$ cat src/rtl/control_pipe_pkg.sv
// Shared types and constants for the control-signal pipeline.
// Provides forwarding select codes, control-word field widths, the packed
// per-stage control words and their bubble (NOP) values.
package pipe_pkg;

  localparam int unsigned OP_W  = 4;
  localparam int unsigned SM_W  = 2;
  localparam int unsigned MM_W  = 2;
  localparam int unsigned FWD_W = 2;

  localparam logic [FWD_W-1:0] FWD_RF  = 2'b00;
  localparam logic [FWD_W-1:0] FWD_EX  = 2'b01;
  localparam logic [FWD_W-1:0] FWD_MEM = 2'b10;
  localparam logic [FWD_W-1:0] FWD_WB  = 2'b11;

  // EX-stage control word: every decode field except the branch bit
  typedef struct packed {
    logic            load_instr;
    logic            rf;
    logic            rw;
    logic            data;
    logic            shift_imm;
    logic [OP_W-1:0] op;
    logic [SM_W-1:0] sm;
    logic [MM_W-1:0] mm;
  } ex_ctrl_t;

  typedef struct packed {
    logic            load_instr;
    logic            rf;
    logic            rw;
    logic [MM_W-1:0] mm;
  } mem_ctrl_t;

  typedef struct packed {
    logic load_instr;
    logic rf;
  } wb_ctrl_t;

  // All-zero words match the decoder's NOP encoding
  localparam ex_ctrl_t  EX_BUBBLE  = '0;
  localparam mem_ctrl_t MEM_BUBBLE = '0;
  localparam wb_ctrl_t  WB_BUBBLE  = '0;

endpackage

$ cat src/rtl/control_pipe_if.sv
// Decode-side and stage-output bundle of the control pipeline.
// master: decoder/environment side (drives id_*, flush, mem_wait).
// slave : control_pipe side (drives stall, ex_*, mem_*, wb_*, fwd_*).
interface control_pipe_if #(
  parameter int unsigned RW = 4
);
  import pipe_pkg::*;

  logic [OP_W-1:0]  id_op;
  logic [SM_W-1:0]  id_sm;
  logic [MM_W-1:0]  id_mm;
  logic             id_load_instr;
  logic             id_b;
  logic             id_rf;
  logic             id_rw;
  logic             id_data;
  logic             id_shift_imm;
  logic [RW-1:0]    id_rd;
  logic [RW-1:0]    id_rn;
  logic [RW-1:0]    id_rm;
  logic             id_uses_rn;
  logic             id_uses_rm;
  logic             id_uses_rd;
  logic             flush;
  logic             mem_wait;

  logic             stall;
  logic [OP_W-1:0]  ex_op;
  logic [SM_W-1:0]  ex_sm;
  logic             ex_shift_imm;
  logic [RW-1:0]    ex_rd;
  logic             ex_load_instr;
  logic             ex_rf;
  logic             ex_rw;
  logic             ex_data;
  logic [MM_W-1:0]  ex_mm;
  logic             mem_load_instr;
  logic             mem_rf;
  logic             mem_rw;
  logic [MM_W-1:0]  mem_mm;
  logic [RW-1:0]    mem_rd;
  logic             wb_load_instr;
  logic             wb_rf;
  logic [RW-1:0]    wb_rd;
  logic [FWD_W-1:0] fwd_a;
  logic [FWD_W-1:0] fwd_b;
  logic [FWD_W-1:0] fwd_c;

  modport master (
    output id_op, id_sm, id_mm, id_load_instr, id_b, id_rf, id_rw, id_data,
           id_shift_imm, id_rd, id_rn, id_rm, id_uses_rn, id_uses_rm,
           id_uses_rd, flush, mem_wait,
    input  stall, ex_op, ex_sm, ex_shift_imm, ex_rd, ex_load_instr, ex_rf,
           ex_rw, ex_data, ex_mm, mem_load_instr, mem_rf, mem_rw, mem_mm,
           mem_rd, wb_load_instr, wb_rf, wb_rd, fwd_a, fwd_b, fwd_c
  );

  modport slave (
    input  id_op, id_sm, id_mm, id_load_instr, id_b, id_rf, id_rw, id_data,
           id_shift_imm, id_rd, id_rn, id_rm, id_uses_rn, id_uses_rm,
           id_uses_rd, flush, mem_wait,
    output stall, ex_op, ex_sm, ex_shift_imm, ex_rd, ex_load_instr, ex_rf,
           ex_rw, ex_data, ex_mm, mem_load_instr, mem_rf, mem_rw, mem_mm,
           mem_rd, wb_load_instr, wb_rf, wb_rd, fwd_a, fwd_b, fwd_c
  );

endinterface

$ cat src/rtl/control_pipe_fwd_select.sv
// Operand-forwarding select for one source register.
// Ports: reg_idx/use_reg (consumer), ex/mem/wb producer (rf, rd) pairs,
// sel (2-bit source select, youngest producer wins).
module fwd_select
  import pipe_pkg::*;
#(
  parameter int unsigned RW = 4
) (
  input  logic [RW-1:0]    reg_idx,
  input  logic             use_reg,
  input  logic             ex_rf,
  input  logic [RW-1:0]    ex_rd,
  input  logic             mem_rf,
  input  logic [RW-1:0]    mem_rd,
  input  logic             wb_rf,
  input  logic [RW-1:0]    wb_rd,
  output logic [FWD_W-1:0] sel
);

  // Priority chain EX > MEM > WB > register file
  always_comb begin
    sel = FWD_RF;
    if (use_reg) begin
      if (ex_rf && (ex_rd == reg_idx))        sel = FWD_EX;
      else if (mem_rf && (mem_rd == reg_idx)) sel = FWD_MEM;
      else if (wb_rf && (wb_rd == reg_idx))   sel = FWD_WB;
    end
  end

endmodule

$ cat src/rtl/control_pipe.sv
// Control-word pipeline ID/EX -> EX/MEM -> MEM/WB with load-use bubbles,
// branch flush, memory-wait freeze and execute-stage forwarding selects.
// Ports: clk, reset (sync, active-high), bus (control_pipe_if.slave: id_*
// control word, flush, mem_wait in; stall, ex_*/mem_*/wb_*, fwd_a/b/c out).
module control_pipe
  import pipe_pkg::*;
#(
  parameter int unsigned RW = 4
) (
  input  logic          clk,
  input  logic          reset,
  control_pipe_if.slave bus
);

  ex_ctrl_t  ex_q;
  mem_ctrl_t mem_q;
  wb_ctrl_t  wb_q;
  logic [RW-1:0] ex_rd_q;
  logic [RW-1:0] mem_rd_q;
  logic [RW-1:0] wb_rd_q;

  logic     load_use;
  logic     ex_fwd_ok;
  ex_ctrl_t id_word;

  // The branch bit has no consumer past decode
  logic unused_id_b;
  assign unused_id_b = bus.id_b;

  assign id_word = '{load_instr: bus.id_load_instr, rf: bus.id_rf,
                     rw: bus.id_rw, data: bus.id_data,
                     shift_imm: bus.id_shift_imm, op: bus.id_op,
                     sm: bus.id_sm, mm: bus.id_mm};

  // Load in EX whose result the ID instruction needs next cycle
  assign load_use = ex_q.load_instr & ex_q.rf &
                    ((bus.id_uses_rn & (ex_rd_q == bus.id_rn)) |
                     (bus.id_uses_rm & (ex_rd_q == bus.id_rm)) |
                     (bus.id_uses_rd & (ex_rd_q == bus.id_rd)));

  // A flushed ID instruction dies anyway, so it never needs to stall
  assign bus.stall = bus.mem_wait | (load_use & ~bus.flush);

  // Stage registers: reset > mem_wait freeze > bubble insert > advance
  always_ff @(posedge clk) begin
    if (reset) begin
      ex_q     <= EX_BUBBLE;
      ex_rd_q  <= '0;
      mem_q    <= MEM_BUBBLE;
      mem_rd_q <= '0;
      wb_q     <= WB_BUBBLE;
      wb_rd_q  <= '0;
    end else if (!bus.mem_wait) begin
      if (bus.flush || load_use) begin
        ex_q    <= EX_BUBBLE;
        ex_rd_q <= '0;
      end else begin
        ex_q    <= id_word;
        ex_rd_q <= bus.id_rd;
      end
      mem_q    <= '{load_instr: ex_q.load_instr, rf: ex_q.rf,
                    rw: ex_q.rw, mm: ex_q.mm};
      mem_rd_q <= ex_rd_q;
      wb_q     <= '{load_instr: mem_q.load_instr, rf: mem_q.rf};
      wb_rd_q  <= mem_rd_q;
    end
  end

  assign bus.ex_op          = ex_q.op;
  assign bus.ex_sm          = ex_q.sm;
  assign bus.ex_shift_imm   = ex_q.shift_imm;
  assign bus.ex_rd          = ex_rd_q;
  assign bus.ex_load_instr  = ex_q.load_instr;
  assign bus.ex_rf          = ex_q.rf;
  assign bus.ex_rw          = ex_q.rw;
  assign bus.ex_data        = ex_q.data;
  assign bus.ex_mm          = ex_q.mm;
  assign bus.mem_load_instr = mem_q.load_instr;
  assign bus.mem_rf         = mem_q.rf;
  assign bus.mem_rw         = mem_q.rw;
  assign bus.mem_mm         = mem_q.mm;
  assign bus.mem_rd         = mem_rd_q;
  assign bus.wb_load_instr  = wb_q.load_instr;
  assign bus.wb_rf          = wb_q.rf;
  assign bus.wb_rd          = wb_rd_q;

  // A load in EX has no data yet; load_use stalls that case instead
  assign ex_fwd_ok = ex_q.rf & ~ex_q.load_instr;

  fwd_select #(.RW(RW)) u_fwd_a (
    .reg_idx(bus.id_rn), .use_reg(bus.id_uses_rn),
    .ex_rf(ex_fwd_ok), .ex_rd(ex_rd_q), .mem_rf(mem_q.rf), .mem_rd(mem_rd_q),
    .wb_rf(wb_q.rf), .wb_rd(wb_rd_q), .sel(bus.fwd_a)
  );

  fwd_select #(.RW(RW)) u_fwd_b (
    .reg_idx(bus.id_rm), .use_reg(bus.id_uses_rm),
    .ex_rf(ex_fwd_ok), .ex_rd(ex_rd_q), .mem_rf(mem_q.rf), .mem_rd(mem_rd_q),
    .wb_rf(wb_q.rf), .wb_rd(wb_rd_q), .sel(bus.fwd_b)
  );

  fwd_select #(.RW(RW)) u_fwd_c (
    .reg_idx(bus.id_rd), .use_reg(bus.id_uses_rd),
    .ex_rf(ex_fwd_ok), .ex_rd(ex_rd_q), .mem_rf(mem_q.rf), .mem_rd(mem_rd_q),
    .wb_rf(wb_q.rf), .wb_rd(wb_rd_q), .sel(bus.fwd_c)
  );

endmodule

$ cat src/flat_wrapper.sv
// flat-port wrapper written by rule: the top's interface ports become plain ports
module control_pipe_flat import pipe_pkg::*;
#(
  parameter int unsigned RW = 4
)
  (clk, reset, bus_id_op, bus_id_sm, bus_id_mm, bus_id_load_instr, bus_id_b, bus_id_rf, bus_id_rw, bus_id_data, bus_id_shift_imm, bus_id_rd, bus_id_rn, bus_id_rm, bus_id_uses_rn, bus_id_uses_rm, bus_id_uses_rd, bus_flush, bus_mem_wait, bus_stall, bus_ex_op, bus_ex_sm, bus_ex_shift_imm, bus_ex_rd, bus_ex_load_instr, bus_ex_rf, bus_ex_rw, bus_ex_data, bus_ex_mm, bus_mem_load_instr, bus_mem_rf, bus_mem_rw, bus_mem_mm, bus_mem_rd, bus_wb_load_instr, bus_wb_rf, bus_wb_rd, bus_fwd_a, bus_fwd_b, bus_fwd_c);
  control_pipe_if #(.RW(RW)) bus_i ();
  input  logic clk;
  input  logic reset;
  input wire logic [$bits(bus_i.id_op)-1:0] bus_id_op;
  input wire logic [$bits(bus_i.id_sm)-1:0] bus_id_sm;
  input wire logic [$bits(bus_i.id_mm)-1:0] bus_id_mm;
  input wire logic [$bits(bus_i.id_load_instr)-1:0] bus_id_load_instr;
  input wire logic [$bits(bus_i.id_b)-1:0] bus_id_b;
  input wire logic [$bits(bus_i.id_rf)-1:0] bus_id_rf;
  input wire logic [$bits(bus_i.id_rw)-1:0] bus_id_rw;
  input wire logic [$bits(bus_i.id_data)-1:0] bus_id_data;
  input wire logic [$bits(bus_i.id_shift_imm)-1:0] bus_id_shift_imm;
  input wire logic [$bits(bus_i.id_rd)-1:0] bus_id_rd;
  input wire logic [$bits(bus_i.id_rn)-1:0] bus_id_rn;
  input wire logic [$bits(bus_i.id_rm)-1:0] bus_id_rm;
  input wire logic [$bits(bus_i.id_uses_rn)-1:0] bus_id_uses_rn;
  input wire logic [$bits(bus_i.id_uses_rm)-1:0] bus_id_uses_rm;
  input wire logic [$bits(bus_i.id_uses_rd)-1:0] bus_id_uses_rd;
  input wire logic [$bits(bus_i.flush)-1:0] bus_flush;
  input wire logic [$bits(bus_i.mem_wait)-1:0] bus_mem_wait;
  output wire logic [$bits(bus_i.stall)-1:0] bus_stall;
  output wire logic [$bits(bus_i.ex_op)-1:0] bus_ex_op;
  output wire logic [$bits(bus_i.ex_sm)-1:0] bus_ex_sm;
  output wire logic [$bits(bus_i.ex_shift_imm)-1:0] bus_ex_shift_imm;
  output wire logic [$bits(bus_i.ex_rd)-1:0] bus_ex_rd;
  output wire logic [$bits(bus_i.ex_load_instr)-1:0] bus_ex_load_instr;
  output wire logic [$bits(bus_i.ex_rf)-1:0] bus_ex_rf;
  output wire logic [$bits(bus_i.ex_rw)-1:0] bus_ex_rw;
  output wire logic [$bits(bus_i.ex_data)-1:0] bus_ex_data;
  output wire logic [$bits(bus_i.ex_mm)-1:0] bus_ex_mm;
  output wire logic [$bits(bus_i.mem_load_instr)-1:0] bus_mem_load_instr;
  output wire logic [$bits(bus_i.mem_rf)-1:0] bus_mem_rf;
  output wire logic [$bits(bus_i.mem_rw)-1:0] bus_mem_rw;
  output wire logic [$bits(bus_i.mem_mm)-1:0] bus_mem_mm;
  output wire logic [$bits(bus_i.mem_rd)-1:0] bus_mem_rd;
  output wire logic [$bits(bus_i.wb_load_instr)-1:0] bus_wb_load_instr;
  output wire logic [$bits(bus_i.wb_rf)-1:0] bus_wb_rf;
  output wire logic [$bits(bus_i.wb_rd)-1:0] bus_wb_rd;
  output wire logic [$bits(bus_i.fwd_a)-1:0] bus_fwd_a;
  output wire logic [$bits(bus_i.fwd_b)-1:0] bus_fwd_b;
  output wire logic [$bits(bus_i.fwd_c)-1:0] bus_fwd_c;
  assign bus_i.id_op = bus_id_op;
  assign bus_i.id_sm = bus_id_sm;
  assign bus_i.id_mm = bus_id_mm;
  assign bus_i.id_load_instr = bus_id_load_instr;
  assign bus_i.id_b = bus_id_b;
  assign bus_i.id_rf = bus_id_rf;
  assign bus_i.id_rw = bus_id_rw;
  assign bus_i.id_data = bus_id_data;
  assign bus_i.id_shift_imm = bus_id_shift_imm;
  assign bus_i.id_rd = bus_id_rd;
  assign bus_i.id_rn = bus_id_rn;
  assign bus_i.id_rm = bus_id_rm;
  assign bus_i.id_uses_rn = bus_id_uses_rn;
  assign bus_i.id_uses_rm = bus_id_uses_rm;
  assign bus_i.id_uses_rd = bus_id_uses_rd;
  assign bus_i.flush = bus_flush;
  assign bus_i.mem_wait = bus_mem_wait;
  assign bus_stall = bus_i.stall;
  assign bus_ex_op = bus_i.ex_op;
  assign bus_ex_sm = bus_i.ex_sm;
  assign bus_ex_shift_imm = bus_i.ex_shift_imm;
  assign bus_ex_rd = bus_i.ex_rd;
  assign bus_ex_load_instr = bus_i.ex_load_instr;
  assign bus_ex_rf = bus_i.ex_rf;
  assign bus_ex_rw = bus_i.ex_rw;
  assign bus_ex_data = bus_i.ex_data;
  assign bus_ex_mm = bus_i.ex_mm;
  assign bus_mem_load_instr = bus_i.mem_load_instr;
  assign bus_mem_rf = bus_i.mem_rf;
  assign bus_mem_rw = bus_i.mem_rw;
  assign bus_mem_mm = bus_i.mem_mm;
  assign bus_mem_rd = bus_i.mem_rd;
  assign bus_wb_load_instr = bus_i.wb_load_instr;
  assign bus_wb_rf = bus_i.wb_rf;
  assign bus_wb_rd = bus_i.wb_rd;
  assign bus_fwd_a = bus_i.fwd_a;
  assign bus_fwd_b = bus_i.fwd_b;
  assign bus_fwd_c = bus_i.fwd_c;
  control_pipe #(.RW(RW)) u_core (.clk(clk), .reset(reset), .bus(bus_i));
endmodule
$ cat config.mk
export PLATFORM = sky130hd
export DESIGN_NAME = control_pipe_flat
export DESIGN_NICKNAME = d
export VERILOG_FILES = /design/src/rtl/control_pipe_pkg.sv /design/src/rtl/control_pipe_if.sv /design/src/rtl/control_pipe_fwd_select.sv /design/src/rtl/control_pipe.sv /design/src/flat_wrapper.sv
export SDC_FILE = /design/constraint.sdc
export NUM_CORES = 1
export LEC_CHECK = 0
export ABC_AREA = 1
export CORE_MARGIN = 2
export CORE_UTILIZATION = 25
export DETAILED_ROUTE_END_ITERATION = 6
export GPL_TIMING_DRIVEN = 1
export HOLD_SLACK_MARGIN = 0.05
export MAX_ROUTING_LAYER = met4
export PLACE_DENSITY = 0.6
export SLEW_MARGIN = 10
export SYNTH_ARGS = -nofsm -noshare
export SYNTH_HDL_FRONTEND = slang
export SYNTH_HIERARCHICAL = 1
export SYNTH_SLANG_ARGS = --single-unit
$ cat constraint.sdc
create_clock -name clk -period 1.6 [get_ports clk]
set_clock_uncertainty 0.05 [all_clocks]
set_input_delay 0.32 -clock clk [delete_from_list [all_inputs] [get_ports clk]]
set_output_delay 0.32 -clock clk [all_outputs]
set_load 0.05 [all_outputs]
---- Word-level counts from Yosys, hierarchy flattened ----
Index checks and enable logic that the tools add are counted.
word-level totals
  bits of input ports ..................... 33
  word-level logic and storage cells ...... 62
  register bits after elaboration ......... 32
  output and inout port bits .............. 39
cells by class
  reduce and logical (&&, ||, !) cells .... 10
  muxes and demuxes ....................... 14
  equality and inequality tests ........... 9
  bitwise logic cells ..................... 12
operators by type and width
  operator             count
  $eq A4 B4 Y1         9
  $mux W2              12
  $mux W13             1
  $logic_and A1 B1 Y1  9
  $and A1 B1 Y1        7
  $mux W4              1
  $or A1 B1 Y1         3
  $not A1 Y1           2
  $logic_or A1 B1 Y1   1

---- Longest topological paths before layout ----
Gate-level depths: netlist of the first run.
  depth after elaboration ................. 7
  gate-level depth with buffers ........... 10
  mapped depth without buffers ............ 9

---- Cells and area by module ----
The synthesis of the first run kept the hierarchy.
by module, submodules not included
  module        sequential area each (µm²)  area each (µm²)  cells an instance  times used
  control_pipe  640.6                       1641.6           223                1
  fwd_select    0.0                         222.7            50                 3

---- Worst setup path before layout of the first run ----
Ideal clock, no wire load.
  path kind ............................... flip-flop to output port
  start ................................... register u_core.ex_q, in the netlist u_core/bus.ex_rf
  end ..................................... output bus_fwd_a[0]
  cell stages (with the launch flop) ...... 7
  data arrival time ....................... 1.977 ns
  buffers on the path ..................... 0
  path slack .............................. -0.747 ns
  path through ............................ dfxtp_1 inv_1 nor2_1 o21ai_0 nor2_1 nand3_1 a21oi_1
on the way
  cells in the longest elaborated chain, start to end .. 4
RTL lines
  element                   RTL line                       source
  start: declaration        control_pipe.sv:15             ex_ctrl_t ex_q;
  start signal: assignment  control_pipe.sv:58             ex_q <= id_word;
  $and A1 B1 Y1             control_pipe.sv:88             assign ex_fwd_ok = ex_q.rf & ~ex_q.load_instr;
  via u_core.ex_fwd_ok      control_pipe.sv:23             logic ex_fwd_ok;
  $logic_and A1 B1 Y1       control_pipe_fwd_select.sv:24  if (ex_rf && (ex_rd == reg_idx)) sel = FWD_EX;
  $mux W2                   control_pipe_fwd_select.sv:24
  $mux W2                   control_pipe_fwd_select.sv:23  if (use_reg) begin
  end: declaration          flat_wrapper.sv:45             output wire logic [$bits(bus_i.fwd_a)-1:0] bus_fwd_a;
The timed path passes the listed nets, and every way through them passes these cells.

---- Final worst setup path of the first run ----
  start ................................... input bus_id_uses_rm
  end ..................................... output bus_stall
on the way
  cells in the longest elaborated chain, start to end .. 6
RTL lines
  element             RTL line            source
  start: declaration  flat_wrapper.sv:23  input wire logic [$bits(bus_i.id_uses_rm)-1:0] bus_id_uses_rm;
  $and A1 B1 Y1       control_pipe.sv:38  (bus.id_uses_rm & (ex_rd_q == bus.id_rm)) |
  $or A1 B1 Y1        control_pipe.sv:37  ((bus.id_uses_rn & (ex_rd_q == bus.id_rn)) |
  $or A1 B1 Y1        control_pipe.sv:38
  $and A1 B1 Y1       control_pipe.sv:36  assign load_use = ex_q.load_instr & ex_q.rf &
  $and A1 B1 Y1       control_pipe.sv:42  assign bus.stall = bus.mem_wait | (load_use & ~bus.flush);
  $or A1 B1 Y1        control_pipe.sv:42
  end: declaration    flat_wrapper.sv:27  output wire logic [$bits(bus_i.stall)-1:0] bus_stall;
No other way between the ends.

==> results of run 1 <==
## registers in the layout (all words and copies together) (netlist names), 2 cells and up
name and count:
u_core/bus.ex_mm 2, u_core/bus.ex_op 4, u_core/bus.ex_rd 4, u_core/bus.ex_sm 2
u_core/bus.mem_mm 2, u_core/bus.mem_rd 4, u_core/bus.wb_rd 4
## worst max-delay path, cell delays in order
cell,delay [ps]
clkdlybuf4s50_1,500
nand2_1,70
nor2_1,90
nand3_1,130
nand3_2,120
nand2_4,60
o21ai_4,150
buf_12,150
## worst max path at each step
stage | to | slack [ps] | cells past startpoint
finish | bus_stall | -370 | 8
CTS | bus_stall | -370 | 9
global route | bus_stall | -450 | 9
floorplan | bus_stall | -230 | 9
detailed placement | bus_fwd_b[1] | -550 | 9
global placement | bus_stall | -540 | 10
## through the flow
| stage | total power [mW] | TNS [ps] |
|---|---|---|
| 2_1_floorplan | 1.21 | -455 |
| 3_3_place_gp | 1.52 | -10390 |
| 3_5_place_dp | 1.53 | -10850 |
| 4_1_cts | 2.13 | -2070 |
| 5_1_grt | 2.24 | -4110 |
| 6_report | 2.12 | -2010 |
## cell type report
type	instances	area [um^2]
Inverter	60	233
Clock inverter	3	13.8
Fill cell	922	5150
Sequential cell	32	693
Tap cell	111	139
Clock buffer	5	68.8
Timing Repair Buffer	115	1340
Multi-Input combinational cell	268	1480
## what timing repair did
action | 4_1_cts | 5_1_grt
setup buffers | 2 | 5
pin swaps | 11 | 8
setup endpoints to repair | 24 | 24
gates resized for setup | 27 | 30
## power by group
group	internal (mW)	switching (mW)	total, mW	leakage, nW
Clock	0.295	0.296	0.590	0.0453
Combinational	0.309	0.355	0.663	1.37
Sequential	0.813	0.0496	0.863	0.272
## layout by cell type, fill, tap and decap left out, types with 6 or more instances in the layout
cell,netlist,final
nor2_1,51,46
buf_4,1,49
dfxtp_4,0,13
nand3_2,11,19
nand2_1,111,105
dlygate4sd2_1,0,7
a21oi_1,25,19
inv_2,12,13
buf_12,1,33
o21ai_1,0,6
a21oi_4,0,6
nand3_1,19,11
dfxtp_1,32,16
clkdlybuf4s50_1,0,19
nand2_2,3,9
xnor2_1,9,8
inv_1,47,43
a21oi_2,12,12
## Yosys cell counts (4+ instances only)
library cell	number
a21oi_2	12
inv_2	12
inv_1	47
a211oi_1	4
clkbuf_8	6
nand2_1	111
nand3_1	19
nand3_2	11
nor2_1	51
a21oi_1	25
xnor2_1	9
dfxtp_1	32
o21ai_0	13
## kinds of logic after synthesis
family                    Yosys count
and+or+nand+nor                   200
buffers and inverters              73
AOI/OAI and AO/OA                  59
DFF                                32
xor gates and xnor gates            9
## metal layers
metal	up-vias	global-route usage [%]	wire length (um)	part of all wire, %
met1	1184	19.6	3130	44
met3	8	2.51	306	4.3
met4	0	3.79	90	1.3
met2	56	25.6	3590	50
met5	-	-	0	0
li1	1375	-	-	-
==> run summary, run 1 <==
Status - finished, violations left
Violated checks - setup timing
First-pass iteration count of the detailed router - 4
Layout cells sized above 1 - 38.3%
WHS - 414 ps
CTS H-tree lvls - 2
DRC - 0
CTS sink cnt - 32
Critical path required time - 1230 ps
Worst vdd ir - 0.000299 V
Syn-to-layout area delta - 71.6%
Gate Count Post-Synth - 373
Via count - 2623
Clock buffer depth - 2
Detailed Route WL - 7110 um
Worst min-delay path class - reg -> reg
Mapped Area - 0.00231 mm^2
Initial Util - 25.4%
Dominant synthesized flop cell - dfxtp_1
Die area - 0.0100 mm^2
Final min period - 1970 ps
Warnings, synthesis - 6
Fin. Hold Viols - 0
CP startpoint - bus_id_uses_rm
Hold Buf Count CTS - 0
Clock latency at the later pin of the worst-skew pair - 280 ps
Hold_sp - u_core/bus.ex_op[0]
Worst Hold Path Cells - 2
Critical path class - in -> out
Largest family of logic cells by synthesized area - simple AND/OR/NAND/NOR gates
TritonCTS Buffers - 5
Routability Congestion - 0.814
GR Util All Layers - 15.4%
Routed vias/inst - 4.42
Critical Path AT - 1600 ps
Synth Area in Compound Gates - 15.8%
Xor/xnor share of the synthesized area - 3.41%
PwrDens - 534 mW/mm^2
Placed cell areas - 0.00376 mm^2
Worst hold endpoint - u_core/bus.ex_op[0]
Top post-synthesis cells by area - dfxtp_1 28%, nand2_1 18%, nor2_1 8.3%, inv_1 7.6%, a21oi_1 5.4%
Post-synth top area share - 27.7%
R2r worst-path depth - 9
Final net count - 515
Syn Nets - 406
Cell taking the most area after synthesis - dfxtp_1
FMAX - 0.509 GHz
Number of synthesized flops with an enable pin - 0
Multiplexer share of the synthesized area - 0%
Largest net degree at the start of global routing - 33
Synth Area in Adders - 0%
I/O pins - 72
Placed Cells - 579
Max-slew violation count - 0
First-pass GRT wire length - 12000 um
Number of port buffers - 70
Clock transition at path regs - 60 ps
Std-Cell Rows - 35
Antenna diode count - 0
Post-Synth Simple-Gate Area - 37.6%
Clock Tree Root - clkbuf_8
Number of synthesized register bits - 32
DP HPWL - 5230 um
Max FO, Critical Path - 2
Final ANT Viol Nets - 0
Post-Layout Cell Count - 594
Ys async rst share - 0%
Reg2reg start - u_core/bus.ex_rd[3]
Setup slack after layout - -365 ps
Pleak - 1.69 nW
Die H - 100 um
Max Cap Viol - 0
Slew @ Worst Pin - 254 ps
R2R Path End - u_core/bus.ex_rd[3]
Initial antenna violation count - 0
Unrepaired setup endpoints after global routing - true
Overflow left after global routing - 0
Register area share after synthesis - 27.7%
Die width - 100 um
Final period util - 123%
R2r setup slk - 10 ps
DRT iter0 DRCs - 170
CTS tree - done
Distinct cell type count of the synthesized netlist - 24
Core area - 0.00911 mm^2
Final instance area - 0.00396 mm^2
Endpoint class of the critical path - primary output
Setup crit start kind - primary input
Vias in the first global route - 2420
Post-Place Setup Slack - -554 ps
Post-synthesis average cell area - 6.19 um^2
Slew headroom - 83.0%
Setup-violating endpoint count in the final report - 7
Avg WL per Cell - 12.0 um
Fin util - 43.5%
Note: power is estimated with default switching activity, not from simulation.
==> run 2, diff against run 1 <==
CTS_CLUSTER_SIZE = 16   (was not set)
==> results of run 2 <==
Final layout, timing and power as in run 1 (identical DEF).
==> run 3, diff against run 2 <==
GPL_TIMING_DRIVEN = not set   (was 1)
HOLD_SLACK_MARGIN = not set   (was 0.05)
==> results of run 3 <==
Final layout, timing and power as in run 1 (identical DEF).
